===== src/rtl/uart_rx_cmd_decoder_pkg.sv =====
// Shared constants for the UART command decoder.
// Opcodes, state encoding, operand addresses and an opcode check.
package uart_rx_cmd_decoder_pkg;

  localparam logic [7:0] RF_WR_CMD   = 8'hAA;
  localparam logic [7:0] RF_RD_CMD   = 8'hBB;
  localparam logic [7:0] ALU_OP_CMD  = 8'hCC;
  localparam logic [7:0] ALU_NOP_CMD = 8'hDD;

  localparam int OPA_ADDR = 0;
  localparam int OPB_ADDR = 1;

  typedef logic [2:0] state_t;

  localparam state_t ST_IDLE    = 3'd0;
  localparam state_t ST_WR_ADDR = 3'd1;
  localparam state_t ST_WR_DATA = 3'd2;
  localparam state_t ST_RD_ADDR = 3'd3;
  localparam state_t ST_OPA     = 3'd4;
  localparam state_t ST_OPB     = 3'd5;
  localparam state_t ST_FUN     = 3'd6;

  function automatic logic is_cmd(logic [7:0] b);
    return b inside {RF_WR_CMD, RF_RD_CMD,
                     ALU_OP_CMD, ALU_NOP_CMD};
  endfunction

endpackage


===== src/rtl/uart_rx_cmd_decoder_if.sv =====
// Byte-in / command-out bundle of the UART command decoder.
// master: byte source + system side; slave: the decoder.
interface uart_rx_cmd_decoder_if #(
  parameter int DATA_WIDTH = 8,
  parameter int ADDR_WIDTH = 4,
  parameter int FUN_WIDTH  = 4
);
  logic [DATA_WIDTH-1:0] RX_P_DATA;
  logic                  RX_D_VLD;
  logic                  RF_WR_EN;
  logic                  RF_RD_EN;
  logic [ADDR_WIDTH-1:0] RF_ADDR;
  logic [DATA_WIDTH-1:0] RF_WR_DATA;
  logic                  ALU_EN;
  logic [FUN_WIDTH-1:0]  ALU_FUN;
  logic                  CMD_ERR;
  logic                  DEC_BUSY;

  modport master (
    output RX_P_DATA, RX_D_VLD,
    input  RF_WR_EN, RF_RD_EN, RF_ADDR, RF_WR_DATA,
    input  ALU_EN, ALU_FUN, CMD_ERR, DEC_BUSY
  );

  modport slave (
    input  RX_P_DATA, RX_D_VLD,
    output RF_WR_EN, RF_RD_EN, RF_ADDR, RF_WR_DATA,
    output ALU_EN, ALU_FUN, CMD_ERR, DEC_BUSY
  );
endinterface


===== src/rtl/uart_rx_cmd_timeout.sv =====
// Inter-byte idle counter; expire is high on the last idle cycle allowed.
// Ports: CLK, RST, clr (byte seen), en (frame open), expire.
module uart_rx_cmd_timeout #(
  parameter int TIMEOUT_CYC = 4096
) (
  input  logic CLK,
  input  logic RST,
  input  logic clr,
  input  logic en,
  output logic expire
);
  localparam int CW = (TIMEOUT_CYC > 2) ? $clog2(TIMEOUT_CYC) : 1;
  localparam logic [CW-1:0] MAX  = CW'(TIMEOUT_CYC - 1);
  localparam logic [CW-1:0] LAST = CW'(TIMEOUT_CYC - 2);

  logic [CW-1:0] cnt;

  always_ff @(posedge CLK or posedge RST) begin
    if (RST)
      cnt <= '0;
    else if (clr || !en)
      cnt <= '0;
    else if (cnt != MAX)
      cnt <= cnt + 1'b1;
  end

  // Fires when this idle cycle brings the count to TIMEOUT_CYC-1,
  // so the registered CMD_ERR lands TIMEOUT_CYC cycles after the byte.
  assign expire = en && !clr && (cnt == LAST);

endmodule


===== src/rtl/uart_rx_cmd_decoder.sv =====
// Parses AA/BB/CC/DD command frames from the UART byte stream.
// Ports: CLK, RST, bus (slave: byte in, RF/ALU strobes and error out).
module uart_rx_cmd_decoder
  import uart_rx_cmd_decoder_pkg::*;
#(
  parameter int DATA_WIDTH  = 8,
  parameter int ADDR_WIDTH  = 4,
  parameter int FUN_WIDTH   = 4,
  parameter int TIMEOUT_CYC = 4096
) (
  input logic CLK,
  input logic RST,
  uart_rx_cmd_decoder_if.slave bus
);
  state_t st_q, st_d;

  logic       vld;
  logic [7:0] op;
  logic       open_frame;
  logic       expire;

  logic wr_q, wr_d, rd_q, rd_d;
  logic alu_q, alu_d, err_q, err_d;
  logic busy_q, busy_d;
  logic [ADDR_WIDTH-1:0] addr_q, addr_d;
  logic [DATA_WIDTH-1:0] wdat_q, wdat_d;
  logic [FUN_WIDTH-1:0]  fun_q, fun_d;

  assign vld        = bus.RX_D_VLD;
  assign op         = 8'(bus.RX_P_DATA);
  assign open_frame = (st_q != ST_IDLE);

  uart_rx_cmd_timeout #(
    .TIMEOUT_CYC(TIMEOUT_CYC)
  ) u_timeout (
    .CLK   (CLK),
    .RST   (RST),
    .clr   (vld),
    .en    (open_frame),
    .expire(expire)
  );

  always_ff @(posedge CLK or posedge RST) begin
    if (RST) begin
      st_q   <= ST_IDLE;
      wr_q   <= 1'b0;
      rd_q   <= 1'b0;
      alu_q  <= 1'b0;
      err_q  <= 1'b0;
      busy_q <= 1'b0;
      addr_q <= '0;
      wdat_q <= '0;
      fun_q  <= '0;
    end else begin
      st_q   <= st_d;
      wr_q   <= wr_d;
      rd_q   <= rd_d;
      alu_q  <= alu_d;
      err_q  <= err_d;
      busy_q <= busy_d;
      addr_q <= addr_d;
      wdat_q <= wdat_d;
      fun_q  <= fun_d;
    end
  end

  // A byte on the expiry cycle takes priority over the abort.
  always_comb begin
    st_d = st_q;
    if (vld) begin
      unique case (st_q)
        ST_IDLE: begin
          unique case (1'b1)
            op == RF_WR_CMD:   st_d = ST_WR_ADDR;
            op == RF_RD_CMD:   st_d = ST_RD_ADDR;
            op == ALU_OP_CMD:  st_d = ST_OPA;
            op == ALU_NOP_CMD: st_d = ST_FUN;
            default:           st_d = ST_IDLE;
          endcase
        end
        ST_WR_ADDR: st_d = ST_WR_DATA;
        ST_OPA:     st_d = ST_OPB;
        ST_OPB:     st_d = ST_FUN;
        default:    st_d = ST_IDLE;
      endcase
    end else if (expire) begin
      st_d = ST_IDLE;
    end
  end

  always_comb begin
    wr_d   = 1'b0;
    rd_d   = 1'b0;
    alu_d  = 1'b0;
    err_d  = 1'b0;
    addr_d = addr_q;
    wdat_d = wdat_q;
    fun_d  = fun_q;
    if (vld) begin
      unique case (st_q)
        ST_IDLE:
          err_d = !is_cmd(op);
        ST_WR_ADDR:
          addr_d = bus.RX_P_DATA[ADDR_WIDTH-1:0];
        ST_WR_DATA: begin
          wdat_d = bus.RX_P_DATA;
          wr_d   = 1'b1;
        end
        ST_RD_ADDR: begin
          addr_d = bus.RX_P_DATA[ADDR_WIDTH-1:0];
          rd_d   = 1'b1;
        end
        ST_OPA: begin
          addr_d = ADDR_WIDTH'(OPA_ADDR);
          wdat_d = bus.RX_P_DATA;
          wr_d   = 1'b1;
        end
        ST_OPB: begin
          addr_d = ADDR_WIDTH'(OPB_ADDR);
          wdat_d = bus.RX_P_DATA;
          wr_d   = 1'b1;
        end
        ST_FUN: begin
          fun_d = bus.RX_P_DATA[FUN_WIDTH-1:0];
          alu_d = 1'b1;
        end
        default: ;
      endcase
    end else if (expire) begin
      err_d = 1'b1;
    end
  end

  assign busy_d = (st_d != ST_IDLE);

  assign bus.RF_WR_EN   = wr_q;
  assign bus.RF_RD_EN   = rd_q;
  assign bus.RF_ADDR    = addr_q;
  assign bus.RF_WR_DATA = wdat_q;
  assign bus.ALU_EN     = alu_q;
  assign bus.ALU_FUN    = fun_q;
  assign bus.CMD_ERR    = err_q;
  assign bus.DEC_BUSY   = busy_q;

endmodule


===== src/flat_wrapper.sv =====
// flat-port wrapper written by rule: the top's interface ports become plain ports
module uart_rx_cmd_decoder_flat import uart_rx_cmd_decoder_pkg::*;
#(
  parameter int DATA_WIDTH  = 8,
  parameter int ADDR_WIDTH  = 4,
  parameter int FUN_WIDTH   = 4,
  parameter int TIMEOUT_CYC = 4096
)
  (CLK, RST, bus_RX_P_DATA, bus_RX_D_VLD, bus_RF_WR_EN, bus_RF_RD_EN, bus_RF_ADDR, bus_RF_WR_DATA, bus_ALU_EN, bus_ALU_FUN, bus_CMD_ERR, bus_DEC_BUSY);
  uart_rx_cmd_decoder_if #(.DATA_WIDTH(DATA_WIDTH), .ADDR_WIDTH(ADDR_WIDTH), .FUN_WIDTH(FUN_WIDTH)) bus_i ();
  input logic CLK;
  input logic RST;
  input wire logic [$bits(bus_i.RX_P_DATA)-1:0] bus_RX_P_DATA;
  input wire logic [$bits(bus_i.RX_D_VLD)-1:0] bus_RX_D_VLD;
  output wire logic [$bits(bus_i.RF_WR_EN)-1:0] bus_RF_WR_EN;
  output wire logic [$bits(bus_i.RF_RD_EN)-1:0] bus_RF_RD_EN;
  output wire logic [$bits(bus_i.RF_ADDR)-1:0] bus_RF_ADDR;
  output wire logic [$bits(bus_i.RF_WR_DATA)-1:0] bus_RF_WR_DATA;
  output wire logic [$bits(bus_i.ALU_EN)-1:0] bus_ALU_EN;
  output wire logic [$bits(bus_i.ALU_FUN)-1:0] bus_ALU_FUN;
  output wire logic [$bits(bus_i.CMD_ERR)-1:0] bus_CMD_ERR;
  output wire logic [$bits(bus_i.DEC_BUSY)-1:0] bus_DEC_BUSY;
  assign bus_i.RX_P_DATA = bus_RX_P_DATA;
  assign bus_i.RX_D_VLD = bus_RX_D_VLD;
  assign bus_RF_WR_EN = bus_i.RF_WR_EN;
  assign bus_RF_RD_EN = bus_i.RF_RD_EN;
  assign bus_RF_ADDR = bus_i.RF_ADDR;
  assign bus_RF_WR_DATA = bus_i.RF_WR_DATA;
  assign bus_ALU_EN = bus_i.ALU_EN;
  assign bus_ALU_FUN = bus_i.ALU_FUN;
  assign bus_CMD_ERR = bus_i.CMD_ERR;
  assign bus_DEC_BUSY = bus_i.DEC_BUSY;
  uart_rx_cmd_decoder #(.DATA_WIDTH(DATA_WIDTH), .ADDR_WIDTH(ADDR_WIDTH), .FUN_WIDTH(FUN_WIDTH), .TIMEOUT_CYC(TIMEOUT_CYC)) u_core (.CLK(CLK), .RST(RST), .bus(bus_i));
endmodule

===== config.mk =====
export PLATFORM = sky130hd
export DESIGN_NAME = uart_rx_cmd_decoder_flat
export DESIGN_NICKNAME = d
export VERILOG_FILES = /design/src/rtl/uart_rx_cmd_decoder_pkg.sv /design/src/rtl/uart_rx_cmd_decoder_if.sv /design/src/rtl/uart_rx_cmd_timeout.sv /design/src/rtl/uart_rx_cmd_decoder.sv /design/src/flat_wrapper.sv
export SDC_FILE = /design/constraint.sdc
export NUM_CORES = 1
export LEC_CHECK = 0
export CELL_PAD_IN_SITES_DETAIL_PLACEMENT = 1
export CELL_PAD_IN_SITES_GLOBAL_PLACEMENT = 1
export CORE_ASPECT_RATIO = 1.4
export CORE_MARGIN = 4
export CORE_UTILIZATION = 40
export CTS_CLUSTER_DIAMETER = 60
export CTS_CLUSTER_SIZE = 14
export DETAILED_ROUTE_END_ITERATION = 8
export PLACE_DENSITY = 0.85
export SYNTH_ARGS = -nofsm -noshare
export SYNTH_HDL_FRONTEND = slang
export SYNTH_SLANG_ARGS = --single-unit

===== constraint.sdc =====
create_clock -name CLK -period 1.91 [get_ports CLK]
set_input_delay 0.573 -clock CLK [delete_from_list [all_inputs] [get_ports CLK]]
set_output_delay 0.573 -clock CLK [all_outputs]
set_load 0.005 [all_outputs]

==> results.json <==
{
  "outcome": "finished clean",
  "coreArea_sq_um": 4240,
  "hold_violations": 0,
  "finalWeightedCongestion": 0.810,
  "layout-drive-gt1-share": 0.156,
  "yosys.area.top_type": "dfrtp_1",
  "grt_max_degree": 37,
  "synth_common_cells": "36 x dfrtp_1, 27 x nand2_1, 9 x o21ai_0",
  "yosysMostFrequentCell": "dfrtp_1",
  "area_delta_synth_final_pct": 33.7,
  "chipHeight_um": 86.3,
  "pwr-share-comb": 0.321,
  "via_count": 1524,
  "fin_cells": 278,
  "setup_viol": 0,
  "p_leak_nw": 1.04,
  "clockBufferDepth": 2,
  "drc": 0,
  "die_area_sq_um": 5510,
  "cp_max_fo": 4,
  "seqPwrFrac": 0.399,
  "cts_tree": "built",
  "rows": 28,
  "power.share.clock": 0.280,
  "async_flop_share": 1.00,
  "r2r_slack_ps": 200,
  "synth_cells": 175,
  "synth_nets": 188,
  "dp_worst_setup_slack_ps": -219,
  "dr.first_iter.drc_count": 91,
  "arrival_ps": 2080,
  "cts_hold_buf": 0,
  "rsz0062_at_grt": "false",
  "reg2reg_depth": 4,
  "cts_root_buffer": "clkbuf_8",
  "yosys_warnings": 0,
  "switching_share": 0.280,
  "vdd_ir_drop_max_mv": 0.456,
  "syn_avg_cell_area_sq_um": 10.0,
  "via_per_inst": 5.48,
  "synth_edf_count": 0,
  "power.internal_w": 0.00190,
  "skew_ps": 8.78,
  "synth_top_area_frac": 0.515,
  "ys_seq_elements": 36,
  "slew_viol_final": 0,
  "min_period_ps": 1860,
  "switchingPower_w": 0.000738,
  "grt_pass1_vias": 1717,
  "max_cap_violations": 0,
  "crit_start": "bus_RX_D_VLD",
  "worstSetupPathType": "primary input to flop",
  "num-nets-final": 230,
  "port_buffers": 31,
  "worstHoldPathType": "flop to flop",
  "clk_pin_slew_ps": 70,
  "grt.total_usage": 0.200,
  "antenna_found_initial": 0,
  "worst_pin_slew_ps": 462,
  "place_hpwl_mm": 3.78,
  "grt_overflow": 0,
  "clock-sinks": 36,
  "final_util": 0.552,
  "slew_headroom": 0.692,
  "layout_setup_ws_ps": 50.1,
  "antennaDiodeCount": 0,
  "powerDensity_nw_per_um2": 1130,
  "grt_pass1_wl_mm": 8.51,
  "timing.final.crit_share": 0.974,
  "cts_max_level": 2,
  "dr.pass1.iters": 6,
  "routed_wirelength_mm": 5.06,
  "netlist_area_sq_um": 1750,
  "cts_buffers": 5,
  "start_util": 0.413,
  "synth.distinct_cells": 45,
  "synth_area_leaders": "dfrtp_1 51%, nand2_1 5.8%, mux2_2 5.1%, o21ai_0 2.6%, nand4_1 2.1%",
  "start_kind": "primary input",
  "cp.required_ps": 2130,
  "wl_per_cell_um": 18.2,
  "r2r_end": "u_core.u_timeout.cnt[11]$_DFFE_PP0P_",
  "insertion_delay_ps": 290,
  "power.total_w": 0.00264,
  "dieWidth_um": 63.9,
  "cp-end-kind": "flop",
  "synth-seq-area-share": 0.515,
  "synth_ff_type": "dfrtp_1",
  "crit_path_end": "u_core.bus.DEC_BUSY$_DFF_PP0_",
  "crit-reg2reg-launch": "u_core.u_timeout.cnt[2]$_DFFE_PP0P_",
  "dp_cells": 270,
  "fmax_ghz": 0.538,
  "ioPinCount": 32,
  "antenna_left": 0
}
## metrics by stage
step / setup TNS [ps] / hold slack [ps] / instance area (sq um)
final: 0 / 479 / 2340
after global routing: 0 / 516 / 2340
after CTS: 0 / 484 / 2320
after detailed placement: -1020 / 466 / 2190
after global placement: -346 / 457 / 2190
after floorplan: 0 / 470 / 1750
## routing by layer
metal	GRT usage	wire [um]	vias up
met3	0.0363	166	9
met5	0	0	-
met1	0.208	1910	764
met2	0.384	2860	44
met4	0.0845	125	0
li1	-	-	707
## kinds of logic (layout without fill, tap and decap cells)
logic type                 after synthesis  after routing  synth area share
and+or+nand+nor                         75             75             0.227
DFF                                     36             36             0.515
AOI/OAI and AO/OA                       33             33             0.124
buffers and inverters                   17             60            0.0479
muxes                                    9              9            0.0572
xor gates and xnor gates                 3              3            0.0150
adders and majority gates                2              2            0.0143
## worst min path at each step
| stage | start | end | slack [ps] | cells after the start |
|---|---|---|---|---|
| global placement | u_core.bus.ALU_FUN[2]$_DFFE_PP0P_ | u_core.bus.ALU_FUN[2]$_DFFE_PP0P_ | 460 | 2 |
| floorplan | u_core.bus.ALU_FUN[0]$_DFFE_PP0P_ | u_core.bus.ALU_FUN[0]$_DFFE_PP0P_ | 470 | 2 |
| finish | u_core.bus.ALU_FUN[2]$_DFFE_PP0P_ | u_core.bus.ALU_FUN[2]$_DFFE_PP0P_ | 480 | 2 |
| global route | u_core.bus.ALU_FUN[2]$_DFFE_PP0P_ | u_core.bus.ALU_FUN[2]$_DFFE_PP0P_ | 520 | 2 |
| CTS | u_core.bus.ALU_FUN[2]$_DFFE_PP0P_ | u_core.bus.ALU_FUN[2]$_DFFE_PP0P_ | 480 | 2 |
| detailed placement | u_core.bus.ALU_FUN[2]$_DFFE_PP0P_ | u_core.bus.ALU_FUN[2]$_DFFE_PP0P_ | 470 | 2 |
## sequential cells by signal, summed over array words and instances, names as in the netlist, 3 cells and up
register / count
u_core.bus.ALU_FUN: 4
u_core.u_timeout.cnt: 12
u_core.bus.RF_ADDR: 4
u_core.bus.RF_WR_DATA: 8
u_core.st_q: 3
## area by class of cell
cell class | count | area [sq um]
clock buffer | 7 | 96.3
clock inverter | 1 | 30.0
fill | 477 | 1900
inverter | 8 | 30.0
multi-input combinational | 122 | 787
sequential | 36 | 901
tap | 60 | 75.1
timing repair buffer | 44 | 420
## power by group through the flow
stage / registers [W] / logic (W) / clock network [W]
after floorplan: 0.00104 / 0.000365 / 0
after global placement: 0.00105 / 0.000807 / 0
after detailed placement: 0.00107 / 0.000845 / 0
after CTS: 0.00105 / 0.000855 / 0.000748
after global routing: 0.00108 / 0.000923 / 0.000785
final: 0.00105 / 0.000847 / 0.000739
## placed cells by master, fill, tap and decap left out, types with 2 or more instances in the layout
cell / instances
a211oi_1: 2
a21oi_1: 7
a31oi_1: 4
and3_1: 2
buf_4: 12
clkbuf_8: 7
clkdlybuf4s50_1: 31
dfrtp_1: 36
ha_1: 2
inv_1: 8
mux2_2: 8
nand2_1: 27
nand3_1: 6
nand4_1: 6
nor2_1: 8
nor2b_1: 4
nor3_1: 5
o211ai_1: 2
o21ai_0: 9
or3_1: 4
xnor2_1: 2
## repair_timing
action | CTS | global route
setup buffers | 0 | 0
gates resized for setup | 0 | 3
endpoints found under the setup margin | 0 | 2
## worst max-delay path, cell delays in order
cell and delay [ps]:
clkdlybuf4s50_1 540, nor3b_1 420, nand2_1 110, o2bb2a_1 340, nand3_1 110
(Power assumes the default switching activity.)
